`src/rtl/ipr_bulk_writer.sv`:
```
// ipr_bulk_writer
//   Initiator-side engine for an IPR write port. Pulls words from a local
//   valid/ready stream and issues one single-word IPR write per word, with at
//   most one transaction outstanding. After BULK_NUMBER acknowledged words it
//   pulses bulk_done. A per-phase watchdog aborts the bulk if the slave stalls
//   in the request or response phase.
//
// Ports
//   clk, rst_n           block clock, synchronous active-low reset
//   start                one-cycle pulse, begins a bulk when idle
//   s_valid/s_data/s_ready   local stream (word taken on s_valid & s_ready)
//   ipr_req/ipr_we       IPR write request (ipr_we mirrors ipr_req)
//   ipr_addr             constant BASE_ADDR (DATA register)
//   ipr_wdata            held stream word, zero-extended to 32 bits
//   ipr_gnt              slave grant, may be combinational in the req cycle
//   ipr_rvalid           slave write response
//   busy                 high whenever the engine is not idle
//   bulk_done            one-cycle pulse after the last word is acknowledged
//   timeout_err          sticky watchdog abort flag, cleared by an accepted start
//   words_sent           words acknowledged in the current or last bulk
//
// Every output is either a register or a decode of the state register, so no
// input reaches an output combinationally.
module ipr_bulk_writer #(
    parameter int unsigned DSIZE          = 32,
    parameter int unsigned BULK_NUMBER    = 10,
    parameter int unsigned WATCHDOG_LIMIT = 100,
    parameter logic [31:0] BASE_ADDR      = 32'h0000_0000
) (
    input  logic             clk,
    input  logic             rst_n,
    input  logic             start,
    input  logic             s_valid,
    input  logic [DSIZE-1:0] s_data,
    output logic             s_ready,
    output logic             ipr_req,
    output logic             ipr_we,
    output logic [31:0]      ipr_addr,
    output logic [31:0]      ipr_wdata,
    input  logic             ipr_gnt,
    input  logic             ipr_rvalid,
    output logic             busy,
    output logic             bulk_done,
    output logic             timeout_err,
    output logic [15:0]      words_sent
);

    typedef enum logic [2:0] {
        IDLE = 3'd0,
        LOAD = 3'd1,
        REQ  = 3'd2,
        RESP = 3'd3,
        DONE = 3'd4
    } state_t;

    // Counter wide enough to hold WATCHDOG_LIMIT itself.
    localparam int WD_W = (WATCHDOG_LIMIT < 2) ? 1 : $clog2(WATCHDOG_LIMIT + 1);
    // The counter reads 0 in the first cycle of a phase, so the N-th cycle of
    // the phase is the one where it reads N-1.
    localparam logic [WD_W-1:0] WD_LAST = WD_W'(WATCHDOG_LIMIT - 1);

    state_t          state;
    state_t          next_state;
    logic [WD_W-1:0] wd_cnt;
    logic [31:0]     hold;
    logic [15:0]     words_inc;

    logic start_acc;
    logic capture;
    logic ack;
    logic wd_expired;
    logic abort;
    logic last_word;

    // ------------------------------------------------------------------
    // Event decode
    // ------------------------------------------------------------------
    assign start_acc  = (state == IDLE) && start;
    assign capture    = (state == LOAD) && s_valid;
    assign ack        = (state == RESP) && ipr_rvalid;
    assign wd_expired = (wd_cnt == WD_LAST);

    // A grant or response arriving in the limit cycle takes priority over
    // the abort, so the abort terms are qualified with their absence.
    assign abort = wd_expired &&
                   (((state == REQ)  && !ipr_gnt) ||
                    ((state == RESP) && !ipr_rvalid));

    // Saturating increment; BULK_NUMBER is compared at full width so a
    // parameter above 16 bits simply never terminates on count.
    assign words_inc = (words_sent == 16'hFFFF) ? 16'hFFFF : (words_sent + 16'd1);
    assign last_word = (32'(words_inc) == BULK_NUMBER);

    // ------------------------------------------------------------------
    // FSM state register
    // ------------------------------------------------------------------
    always_ff @(posedge clk) begin
        if (!rst_n) begin
            state <= IDLE;
        end else begin
            state <= next_state;
        end
    end

    // ------------------------------------------------------------------
    // FSM next-state logic
    // ------------------------------------------------------------------
    always_comb begin
        next_state = state;
        case (state)
            IDLE: begin
                if (start) begin
                    next_state = LOAD;
                end
            end
            LOAD: begin
                if (s_valid) begin
                    next_state = REQ;
                end
            end
            REQ: begin
                if (ipr_gnt) begin
                    next_state = RESP;
                end else if (abort) begin
                    next_state = IDLE;
                end
            end
            RESP: begin
                if (ipr_rvalid) begin
                    next_state = last_word ? DONE : LOAD;
                end else if (abort) begin
                    next_state = IDLE;
                end
            end
            DONE: begin
                next_state = IDLE;
            end
            default: begin
                next_state = IDLE;
            end
        endcase
    end

    // ------------------------------------------------------------------
    // Watchdog: cleared on every state change so each REQ and RESP phase
    // starts from zero, counting only while waiting on the slave.
    // ------------------------------------------------------------------
    always_ff @(posedge clk) begin
        if (!rst_n) begin
            wd_cnt <= '0;
        end else if (next_state != state) begin
            wd_cnt <= '0;
        end else if (((state == REQ) || (state == RESP)) && !wd_expired) begin
            wd_cnt <= wd_cnt + 1'b1;
        end
    end

    // ------------------------------------------------------------------
    // Hold register: captured once per word in LOAD and left untouched
    // through REQ/RESP so address/data stay stable until the grant.
    // ------------------------------------------------------------------
    always_ff @(posedge clk) begin
        if (!rst_n) begin
            hold <= '0;
        end else if (capture) begin
            hold <= 32'(s_data);
        end
    end

    // ------------------------------------------------------------------
    // Bulk bookkeeping
    // ------------------------------------------------------------------
    always_ff @(posedge clk) begin
        if (!rst_n) begin
            words_sent <= '0;
        end else if (start_acc) begin
            words_sent <= '0;
        end else if (ack) begin
            words_sent <= words_inc;
        end
    end

    always_ff @(posedge clk) begin
        if (!rst_n) begin
            timeout_err <= 1'b0;
        end else if (start_acc) begin
            timeout_err <= 1'b0;
        end else if (abort) begin
            timeout_err <= 1'b1;
        end
    end

    // ------------------------------------------------------------------
    // State-decoded outputs
    // ------------------------------------------------------------------
    assign s_ready   = (state == LOAD);
    assign ipr_req   = (state == REQ);
    assign ipr_we    = (state == REQ);
    assign busy      = (state != IDLE);
    assign bulk_done = (state == DONE);
    assign ipr_addr  = BASE_ADDR;
    assign ipr_wdata = hold;

endmodule

```
`config.mk`:
```
export PLATFORM = sky130hd
export DESIGN_NAME = ipr_bulk_writer
export DESIGN_NICKNAME = d
export VERILOG_FILES = /design/src/rtl/ipr_bulk_writer.sv
export SDC_FILE = /design/constraint.sdc
export NUM_CORES = 1
export LEC_CHECK = 0
export ABC_AREA = 1
export CAP_MARGIN = 5
export CELL_PAD_IN_SITES_DETAIL_PLACEMENT = 0
export CELL_PAD_IN_SITES_GLOBAL_PLACEMENT = 1
export CORE_UTILIZATION = 33
export CTS_BUF_LIST = sky130_fd_sc_hd__clkbuf_8
export CTS_CLUSTER_DIAMETER = 60
export DETAILED_ROUTE_END_ITERATION = 16
export PLACE_DENSITY = 0.92
export SETUP_SLACK_MARGIN = 0.3
export SLEW_MARGIN = 10
export SYNTH_ARGS = -nofsm -noshare
export SYNTH_HDL_FRONTEND = slang
export SYNTH_SLANG_ARGS = --single-unit
export TNS_END_PERCENT = 20
```
`constraint.sdc`:
```
create_clock -name clk -period 2.4 [get_ports clk]
set_input_delay 0.48 -clock clk [delete_from_list [all_inputs] [get_ports clk]]
set_output_delay 0.48 -clock clk [all_outputs]
set_load 0.05 [all_outputs]
```
==> flow_summary.toml <==
[run_status]
outcome = "complete, but fails checks"
violations = "DRC"

[synthesis]
synth_commonest_cells = "nor2_1 (98), dfxtp_1 (59), nand2_1 (52)"
yosys_warnings = 0
ys_async_sr_fraction_pct = 0
synth-edff-count = 0
synth_cell_type_count = 31
synth-seq-area-share_pct = 38.98
synth_area_mm2 = 0.003030
synth_area_leader_cell = "dfxtp_1"
avgSynthCellArea_um2 = 7.097
netlist_top_cells_area = "dfxtp_1 (39%), nor2_1 (12%), buf_4 (8.2%)"
syn_inst = 427
synth_seq_cells = 59
synth.most_common_cell = "nor2_1"
yosysTopAreaCellShare_pct = 38.98
synthFlopType = "dfxtp_1"

[global_route]
grt_util_all_layers_pct = 16.04
overflow = 0
grt_pass1_wl_um = 12360
antenna_found_initial = 0
grt_max_degree = 33
grt_pass1_vias = 2715

[detailed_routing]
route.detailed.drc = 2
vias = 2875
wl_um = 7319
wl_per_cell_um = 11.54
drt_iter0_markers = 102
antenna_left = 0
dr.pass1.iters = 10
via_per_inst = 4.535

[critical_path]
rrSetupSlack_ns = 0.56
crit_start = "words_sent[2]"
critPathCapture = "words_sent[2]"
r2r-start = "words_sent[1]"
crit_cells = 1
slowest_stage = "clkdlybuf4s50_1"
crit_required_ns = 1.92
r2r-end = "state[0]"
arrival_ns = 1.69
critPathMaxFanout = 7
start_kind = "register"
path_class = "reg2out"
crit_path_cell_trace = "clkdlybuf4s50_1"
cp_slowest_stage_delay_ns = 0.87
crit_buf_inv = 1
cp_top_family = "buffers and inverters"
rr_worst_depth = 12
worstSetupEndpointType = "primary output"

[sta]
slew_viol_final = 0
hold_viol = 0
worst_slew_pin_slew_ns = 0.5373
fin_skew_ns = 0.008786
min_period_ns = 2.174
setup_ws_ns = 0.2257
fin_setup_tns_ns = 0
maxSlewHeadroom_pct = 64.07
setup_violations = 0
post-route-period-util_pct = 90.60
rsz0062_at_grt = "true"
fmax_ghz = 0.4599

[clocking]
htreeDepth = 3
clock-root-buffer = "clkbuf_8"
clkLatencyLatePin_ns = 0.33
cts_buffers = 9
clockBufferDepth = 2
cts_sinks = 59
clk_pin_slew_worst_paths_ns = 0.07
cts_tree = "yes"

[die]
ios = 124
start_util_pct = 34.41
rows = 34
core_mm2 = 0.008806
die_y_um = 97.83
die_area_mm2 = 0.009571
fp.dieW_um = 97.83

[finish]
design_area_mm2 = 0.004146
drive_gt1_share_pct = 8.365
n_antenna_cell = 0
area_growth_pct = 36.83
layout.nets = 561
nFillCells = 893

[placed_design]
place_ws_ns = 0.4023
portBuffers = 91
place_area_mm2 = 0.003940
dpl.hpwl_um = 5593
gp_congestion = 0.8578

[power_and_ir_drop]
powerDensity_mw_per_mm2 = 599.3
totalPowerFinal_mw = 2.485
leakage_nw = 1.774
peakVddDrop_uv = 325.4

[job]
maxCapViolCount = 0

[worst_hold_path]
hold_path.class = "reg2reg"
[routing by layer]
layer  routed length (um)  GRT usage [%]  up-vias
li1                     -              -     1492
met1                 3145          18.68     1272
met2                 3450          26.27       98
met3                  609          6.657       13
met4                  113          5.944        0
met5                    0              0        -
[layout make-up]
cell class                      count  area, um2  area share (%)
Multi-Input combinational cell    310       1503           36.24
Sequential cell                    59       1181           28.49
Timing Repair Buffer               97      960.9           23.17
Inverter                           44      165.2           3.983
Tap cell                          108      135.1           3.259
Clock buffer                        9      123.9           2.987
Clock inverter                      7      77.57           1.871
[tightest hold or removal path: cells and delay by family, from the launching register on]
kind | cells | cell delay, ns
flip-flops | 1 | 0.32
AND/OR/NAND/NOR | 2 | 0.12
[cell families (layout without fill, tap and decap cells)]
group | count (synthesis) | in the layout | share of synthesized area, %
AND/OR/NAND/NOR | 201 | 201 | 29.89
buffers and inverters | 89 | 157 | 15.28
AO/OA/AOI/OAI | 65 | 65 | 12.01
flip-flops | 59 | 59 | 38.98
XOR/XNOR | 10 | 10 | 2.890
adder cells (fa/ha/maj) | 2 | 2 | 0.8256
other | 1 | 32 | 0.1237
[layout by cell type (no fill, tap or decap), types with 7 or more instances in the layout]
cell type,Yosys,layout
nand3_1,21,21
o21ai_0,40,40
dfxtp_1,59,59
nor2_1,98,98
clkbuf_8,0,9
clkdlybuf4s50_1,0,86
xor2_1,7,7
conb_1,1,32
inv_1,39,39
nand4_1,9,9
a21oi_1,9,9
nand2_1,52,52
[how the worst min path moves through the flow]
stage | end | from | depth (start not counted)
final | ipr_wdata[30] | ipr_wdata[30] | 2
after global routing | wd_cnt[1] | wd_cnt[1] | 2
after global placement | ipr_wdata[28] | ipr_wdata[28] | 2
after floorplan | wd_cnt[1] | wd_cnt[1] | 2
after detailed placement | ipr_wdata[14] | ipr_wdata[14] | 2
after CTS | ipr_wdata[30] | ipr_wdata[30] | 2
[metrics by stage]
step	util (%)	hold WS [ns]	std cells
6_report	47.09	0.4798	634
3_3_place_gp	44.74	0.4609	618
3_5_place_dp	44.74	0.4738	618
4_1_cts	47.00	0.4880	634
2_1_floorplan	-	0.4584	458
5_1_grt	47.09	0.5014	634
[registers in the layout, summed over array words and instances, names as in the netlist]
signal       cells
wd_cnt           7
ipr_wdata       32
words_sent      16
timeout_err      1
state            3
[timing repair]
action	in CTS	in global routing
setup buffers	0	0
setup endpoints to repair	12	16
resized for setup	2	3
hold buffers	0	0
[report_power, final]
group / internal (mW) / switching (mW) / leakage, nW
Sequential: 1.02 / 0.0227 / 0.479
Clock: 0.486 / 0.423 / 0.0998
Combinational: 0.163 / 0.371 / 1.20
No activity file was read; power rests on OpenSTA's default activity.
